===== config.mk =====
export PLATFORM = sky130hd
export DESIGN_NAME = mempool_tile_resp_queue
export DESIGN_NICKNAME = d
export VERILOG_FILES = /design/src/rtl/mempool_tile_resp_queue.sv
export SDC_FILE = /design/constraint.sdc
export NUM_CORES = 1
export LEC_CHECK = 0
export BUFFER_PORTS_ARGS = -buffer_cell sky130_fd_sc_hd__buf_2
export CAP_MARGIN = 20
export CORE_ASPECT_RATIO = 0.75
export CORE_MARGIN = 1
export CORE_UTILIZATION = 49
export CTS_CLUSTER_DIAMETER = 50
export DETAILED_ROUTE_END_ITERATION = 8
export PLACE_DENSITY = 0.8
export SLEW_MARGIN = 25
export SYNTH_ARGS = -nofsm -noshare
export SYNTH_HDL_FRONTEND = slang
export SYNTH_SLANG_ARGS = --single-unit

===== constraint.sdc =====
create_clock -name clk_i -period 3.9 [get_ports clk_i]
set_input_delay 0.39 -clock clk_i [delete_from_list [all_inputs] [get_ports clk_i]]
set_output_delay 0.39 -clock clk_i [all_outputs]
set_load 0.01 [all_outputs]

===== src/rtl/mempool_tile_resp_queue.sv =====
// Per-lane response FIFOs in front of the tile response arbiter, with occupancy,
// head-of-line stall counting and a starvation flag for downstream priority logic.
module mempool_tile_resp_queue #(
  parameter int unsigned NumLanes      = 16,
  parameter int unsigned Depth         = 4,
  parameter int unsigned StallCntWidth = 4,
  parameter int unsigned StarveThresh  = 8,
  parameter type         payload_t     = logic
) (
  input  logic                                        clk_i,
  input  logic                                        rst_i,
  input  payload_t [NumLanes-1:0]                     data_i,
  input  logic [NumLanes-1:0]                         valid_i,
  output logic [NumLanes-1:0]                         ready_o,
  output payload_t [NumLanes-1:0]                     data_o,
  output logic [NumLanes-1:0]                         valid_o,
  input  logic [NumLanes-1:0]                         ready_i,
  output logic [NumLanes-1:0][$clog2(Depth+1)-1:0]    occupancy_o,
  output logic [NumLanes-1:0][StallCntWidth-1:0]      stall_cnt_o,
  output logic [NumLanes-1:0]                         starve_o
);

  localparam int unsigned PtrWidth = (Depth > 1) ? $clog2(Depth) : 1;
  localparam int unsigned OccWidth = $clog2(Depth + 1);
  localparam logic [OccWidth-1:0]      OccFull   = OccWidth'(Depth);
  localparam logic [StallCntWidth-1:0] StarveThr = StallCntWidth'(StarveThresh);

  // Handshake: a transfer happens on a side exactly when valid and ready are both
  // high at a rising edge; ready_o and valid_o depend only on registered state.

  payload_t                                mem [NumLanes][Depth];
  logic [NumLanes-1:0][PtrWidth-1:0]       wptr_q;
  logic [NumLanes-1:0][PtrWidth-1:0]       rptr_q;
  logic [NumLanes-1:0][OccWidth-1:0]       occ_q;
  logic [NumLanes-1:0][StallCntWidth-1:0]  stall_q;
  logic [NumLanes-1:0]                     push;
  logic [NumLanes-1:0]                     pop;

  always_comb begin
    ready_o  = '0;
    valid_o  = '0;
    data_o   = '0;
    starve_o = '0;
    push     = '0;
    pop      = '0;
    for (int l = 0; l < NumLanes; l++) begin
      // A full lane refuses pushes even when it pops in the same cycle.
      ready_o[l]  = (occ_q[l] != OccFull);
      valid_o[l]  = (occ_q[l] != '0);
      data_o[l]   = mem[l][rptr_q[l]];
      starve_o[l] = (stall_q[l] >= StarveThr);
      push[l]     = valid_i[l] & ready_o[l];
      pop[l]      = valid_o[l] & ready_i[l];
    end
  end

  assign occupancy_o = occ_q;
  assign stall_cnt_o = stall_q;

  always_ff @(posedge clk_i) begin
    if (rst_i) begin
      wptr_q  <= '0;
      rptr_q  <= '0;
      occ_q   <= '0;
      stall_q <= '0;
    end else begin
      for (int l = 0; l < NumLanes; l++) begin
        if (push[l]) wptr_q[l] <= wptr_q[l] + 1'b1;
        if (pop[l])  rptr_q[l] <= rptr_q[l] + 1'b1;
        if (push[l] && !pop[l]) begin
          occ_q[l] <= occ_q[l] + 1'b1;
        end else if (!push[l] && pop[l]) begin
          occ_q[l] <= occ_q[l] - 1'b1;
        end
        // Counts only the current head: an empty lane or a pop restarts it.
        if (!valid_o[l] || pop[l]) begin
          stall_q[l] <= '0;
        end else if (stall_q[l] != '1) begin
          stall_q[l] <= stall_q[l] + 1'b1;
        end
      end
    end
  end

  // Payload storage is intentionally not reset.
  always_ff @(posedge clk_i) begin
    for (int l = 0; l < NumLanes; l++) begin
      if (push[l] && !rst_i) mem[l][wptr_q[l]] <= data_i[l];
    end
  end

endmodule


==> impl_metrics.yaml <==
sta:
  final.period_utilization: 0.583
  worst_pin_slew_ns: 0.776
  hold_violations: 0
  relSlewSlack: 0.483
  tns_ns: 0
  fin_crit_ns: 2.27
  setup_slack_ns: 1.63
  rsz0062_at_grt: "no"
  fmax_mhz: 440
  clock_skew_ns: 0.00610
  setup_viol_count_final: 0
  slew_viol_final: 0
worst_setup_path:
  r2r_slack_ns: 1.63
  r2r_cells: 7
  start_kind: "flop"
  timing.rr.end: "occupancy_o[8]$_SDFFE_PP0P_"
  end_kind: "flop"
  arrival_ns: 2.72
  reg2reg_from: "occupancy_o[6]$_SDFFE_PP0P_"
  cp_max_fo: 7
  cp.required_ns: 4.34
  path_class: "flop to flop"
cts:
  post_cts_resized: 0
  clock_sink_count: 240
  clk_latency_ns: 0.51
  hold_buffers: 0
  cts_setup_buffers: 0
  h-tree-depth: 1
  path_clk_slew_ns: 0.06
  cts_tree: "built"
  cts_buffer_depth: 3
  numCtsBuffers: 27
  root_buffer: "clkbuf_16"
finish:
  fin_nets: 1586
  diodes: 0
  drive_gt1_frac: 0.252
  area_growth_pct: 18.3
  utilization: 0.592
  final_design_area_no_fill_um2: 14800
routing:
  wl_mm: 23.0
  ant_nets: 0
  drc: 0
  drt_first_iter_violations: 346
  wl_per_cell_um: 13.0
  vias: 8892
  dr.pass1.iters: 7
  avgViaCountPerCell: 5.04
synthesis:
  syn_inst: 1193
  ys_types: 30
  netlist_area_um2: 12500
  synth-compound-area-share: 0.0428
  synth_top_family_by_area: "simple AND/OR/NAND/NOR gates"
  synth-seq-cells: 240
  syn_area_per_cell_um2: 10.5
  synth_adder_area_share: 0.138
  synth_nets: 1371
  synthSimpleGateAreaFrac: 0.197
  ys_warn_count: 0
  synthXorXnorAreaFrac: 0.0560
  ys_seq_area_frac: 0.435
  synthMuxAreaShare: 0.0864
pwr:
  power_w: 0.00984
  p_leak_nw: 6.51
  p_per_area_nw_per_um2: 665
  peakVddDrop_mv: 0.401
worst_hold_path:
  holdPathEnd: "mem[0][10]$_DFFE_PP_"
  hold_path_class: "input port to flop"
  worstHoldPathCells: 1
  min_from: "data_i[2]"
placement:
  place_area_um2: 13900
  hpwl_mm: 16.6
  gp_congestion: 0.803
  place_ws_ns: 1.60
  port_buffers: 225
global_route:
  grt_pass1_vias: 8356
  antenna_found_initial: 1
  grt_start_max_net_pins: 107
  grt_use_total: 0.173
  grt_overflow: 0
  grt_pass1_wl_mm: 38.9
status:
  status: "completed"
run:
  maxCapViolations: 0
floorplanning:
  pin_count: 226
  chipHeight_um: 140
  fp.dieW_um: 187
  die-area_um2: 26200
  initial_utilization: 0.500
  core_um2: 25000
  rows: 50
[how the worst max path moves through the flow]
stage | from | endpoint | slack, ns | cells after the start
after floorplan | occupancy_o[9]$_SDFFE_PP0P_ | occupancy_o[11]$_SDFFE_PP0P_ | 1.74 | 9
after global placement | occupancy_o[6]$_SDFFE_PP0P_ | occupancy_o[8]$_SDFFE_PP0P_ | 1.73 | 7
after detailed placement | occupancy_o[6]$_SDFFE_PP0P_ | occupancy_o[8]$_SDFFE_PP0P_ | 1.60 | 7
after CTS | occupancy_o[6]$_SDFFE_PP0P_ | occupancy_o[8]$_SDFFE_PP0P_ | 1.60 | 7
after global routing | occupancy_o[19]$_SDFFE_PP0P_ | occupancy_o[20]$_SDFFE_PP0P_ | 1.43 | 7
final | occupancy_o[6]$_SDFFE_PP0P_ | occupancy_o[8]$_SDFFE_PP0P_ | 1.63 | 7
[state kept, by name, summed over array words and instances (netlist names)]
name	count
occupancy_o	48
stall_cnt_o	64
mem	64
wptr_q	32
rptr_q	32
[worst max-delay path, stage by stage, from the launching register on]
cell     delay [ns]
dfxtp_1        0.38
o31ai_1        0.39
ha_1           0.26
inv_1          0.06
fa_1           0.37
xor2_1         0.18
or3_2          0.42
a21oi_1        0.15
[logic make-up (layout without fill, tap and decap cells)]
group | Yosys count | count (layout)
XOR/XNOR | 80 | 80
multiplexers | 80 | 80
flip-flops | 240 | 240
AND/OR/NAND/NOR | 446 | 446
adder cells (fa/ha/maj) | 128 | 128
buffers and inverters | 137 | 372
AO/OA/AOI/OAI | 82 | 82
[area by class of cell]
type                    instances  area (um2)
multi-input cells             816        6500
well taps                     338         423
clock inverters                13         124
flip-flops and latches        240        5450
fillers                      2132       10200
repair buffers                227        1170
inverters                      96         400
clock buffers                  36         739
[where the power goes]
| group | leakage [nW] | internal (W) | switching, W |
|---|---|---|---|
| sequential | 2.02 | 0.00306 | 0.000699 |
| combinational | 4.06 | 0.00178 | 0.00186 |
| clock | 0.429 | 0.00146 | 0.000982 |
[synthesized netlist by cell type]
library cell / n / area (um2)
nor2_1: 178 / 668
dfxtp_1: 176 / 3520
ha_1: 112 / 1400
inv_1: 80 / 300
nor3b_1: 78 / 586
edfxtp_1: 64 / 1920
xor2_1: 64 / 561
mux2i_1: 48 / 480
nand2_1: 32 / 120
nand2b_1: 32 / 200
nand3_1: 32 / 160
nor3_1: 30 / 150
clkbuf_1: 27 / 101
or3_1: 20 / 125
a21oi_1: 16 / 80.1
a31oi_1: 16 / 100
fa_1: 16 / 320
inv_4: 16 / 100
mux2_4: 16 / 240
mux4_2: 16 / 360
nand2_4: 16 / 180
o21ai_0: 16 / 80.1
o311ai_0: 16 / 140
o31ai_1: 16 / 120
or3b_4: 16 / 180
xnor2_1: 16 / 140
or3_2: 12 / 90.1
buf_2: 11 / 55.1
buf_1: 3 / 11.3
a211oi_1: 2 / 15.0
[cells in the final DEF, fill, tap and decap left out, types with 3 or more instances in the layout]
| cell | netlist | layout |
|---|---|---|
| dfxtp_1 | 176 | 176 |
| ha_1 | 112 | 112 |
| fa_1 | 16 | 16 |
| edfxtp_1 | 64 | 64 |
| clkbuf_1 | 27 | 6 |
| a21oi_1 | 16 | 16 |
| o21ai_0 | 16 | 16 |
| nand2b_1 | 32 | 32 |
| nand2_1 | 32 | 32 |
| nor3_1 | 30 | 30 |
| o31ai_1 | 16 | 16 |
| buf_2 | 11 | 224 |
| nor2_1 | 178 | 178 |
| o311ai_0 | 16 | 16 |
| clkinv_2 | 0 | 6 |
| a31oi_1 | 16 | 16 |
| xnor2_1 | 16 | 16 |
| clkbuf_16 | 0 | 27 |
| mux2_4 | 16 | 16 |
| or3_1 | 20 | 20 |
| nand3_1 | 32 | 32 |
| or3b_4 | 16 | 16 |
| or3_2 | 12 | 12 |
| inv_1 | 80 | 80 |
| mux2i_1 | 48 | 48 |
| nand2_4 | 16 | 16 |
| clkbuf_8 | 0 | 3 |
| mux4_2 | 16 | 16 |
| xor2_1 | 64 | 64 |
| inv_4 | 16 | 16 |
| nor3b_1 | 78 | 78 |
[per-layer routing]
metal,vias to the layer above,part of all wire,global-route usage
li1,4501,-,-
met1,4152,0.49,0.240
met2,200,0.44,0.280
met3,37,0.049,0.0323
met4,2,0.022,0.0406
met5,-,0.00044,0
[metrics by stage]
stage	hold WS, ns	std cells
2_1_floorplan	0.481	1193
3_3_place_gp	0.499	1717
3_5_place_dp	0.506	1717
4_1_cts	0.0617	1766
5_1_grt	0.0660	1766
6_report	0.0893	1766
Note: power is estimated with default switching activity, not from simulation.
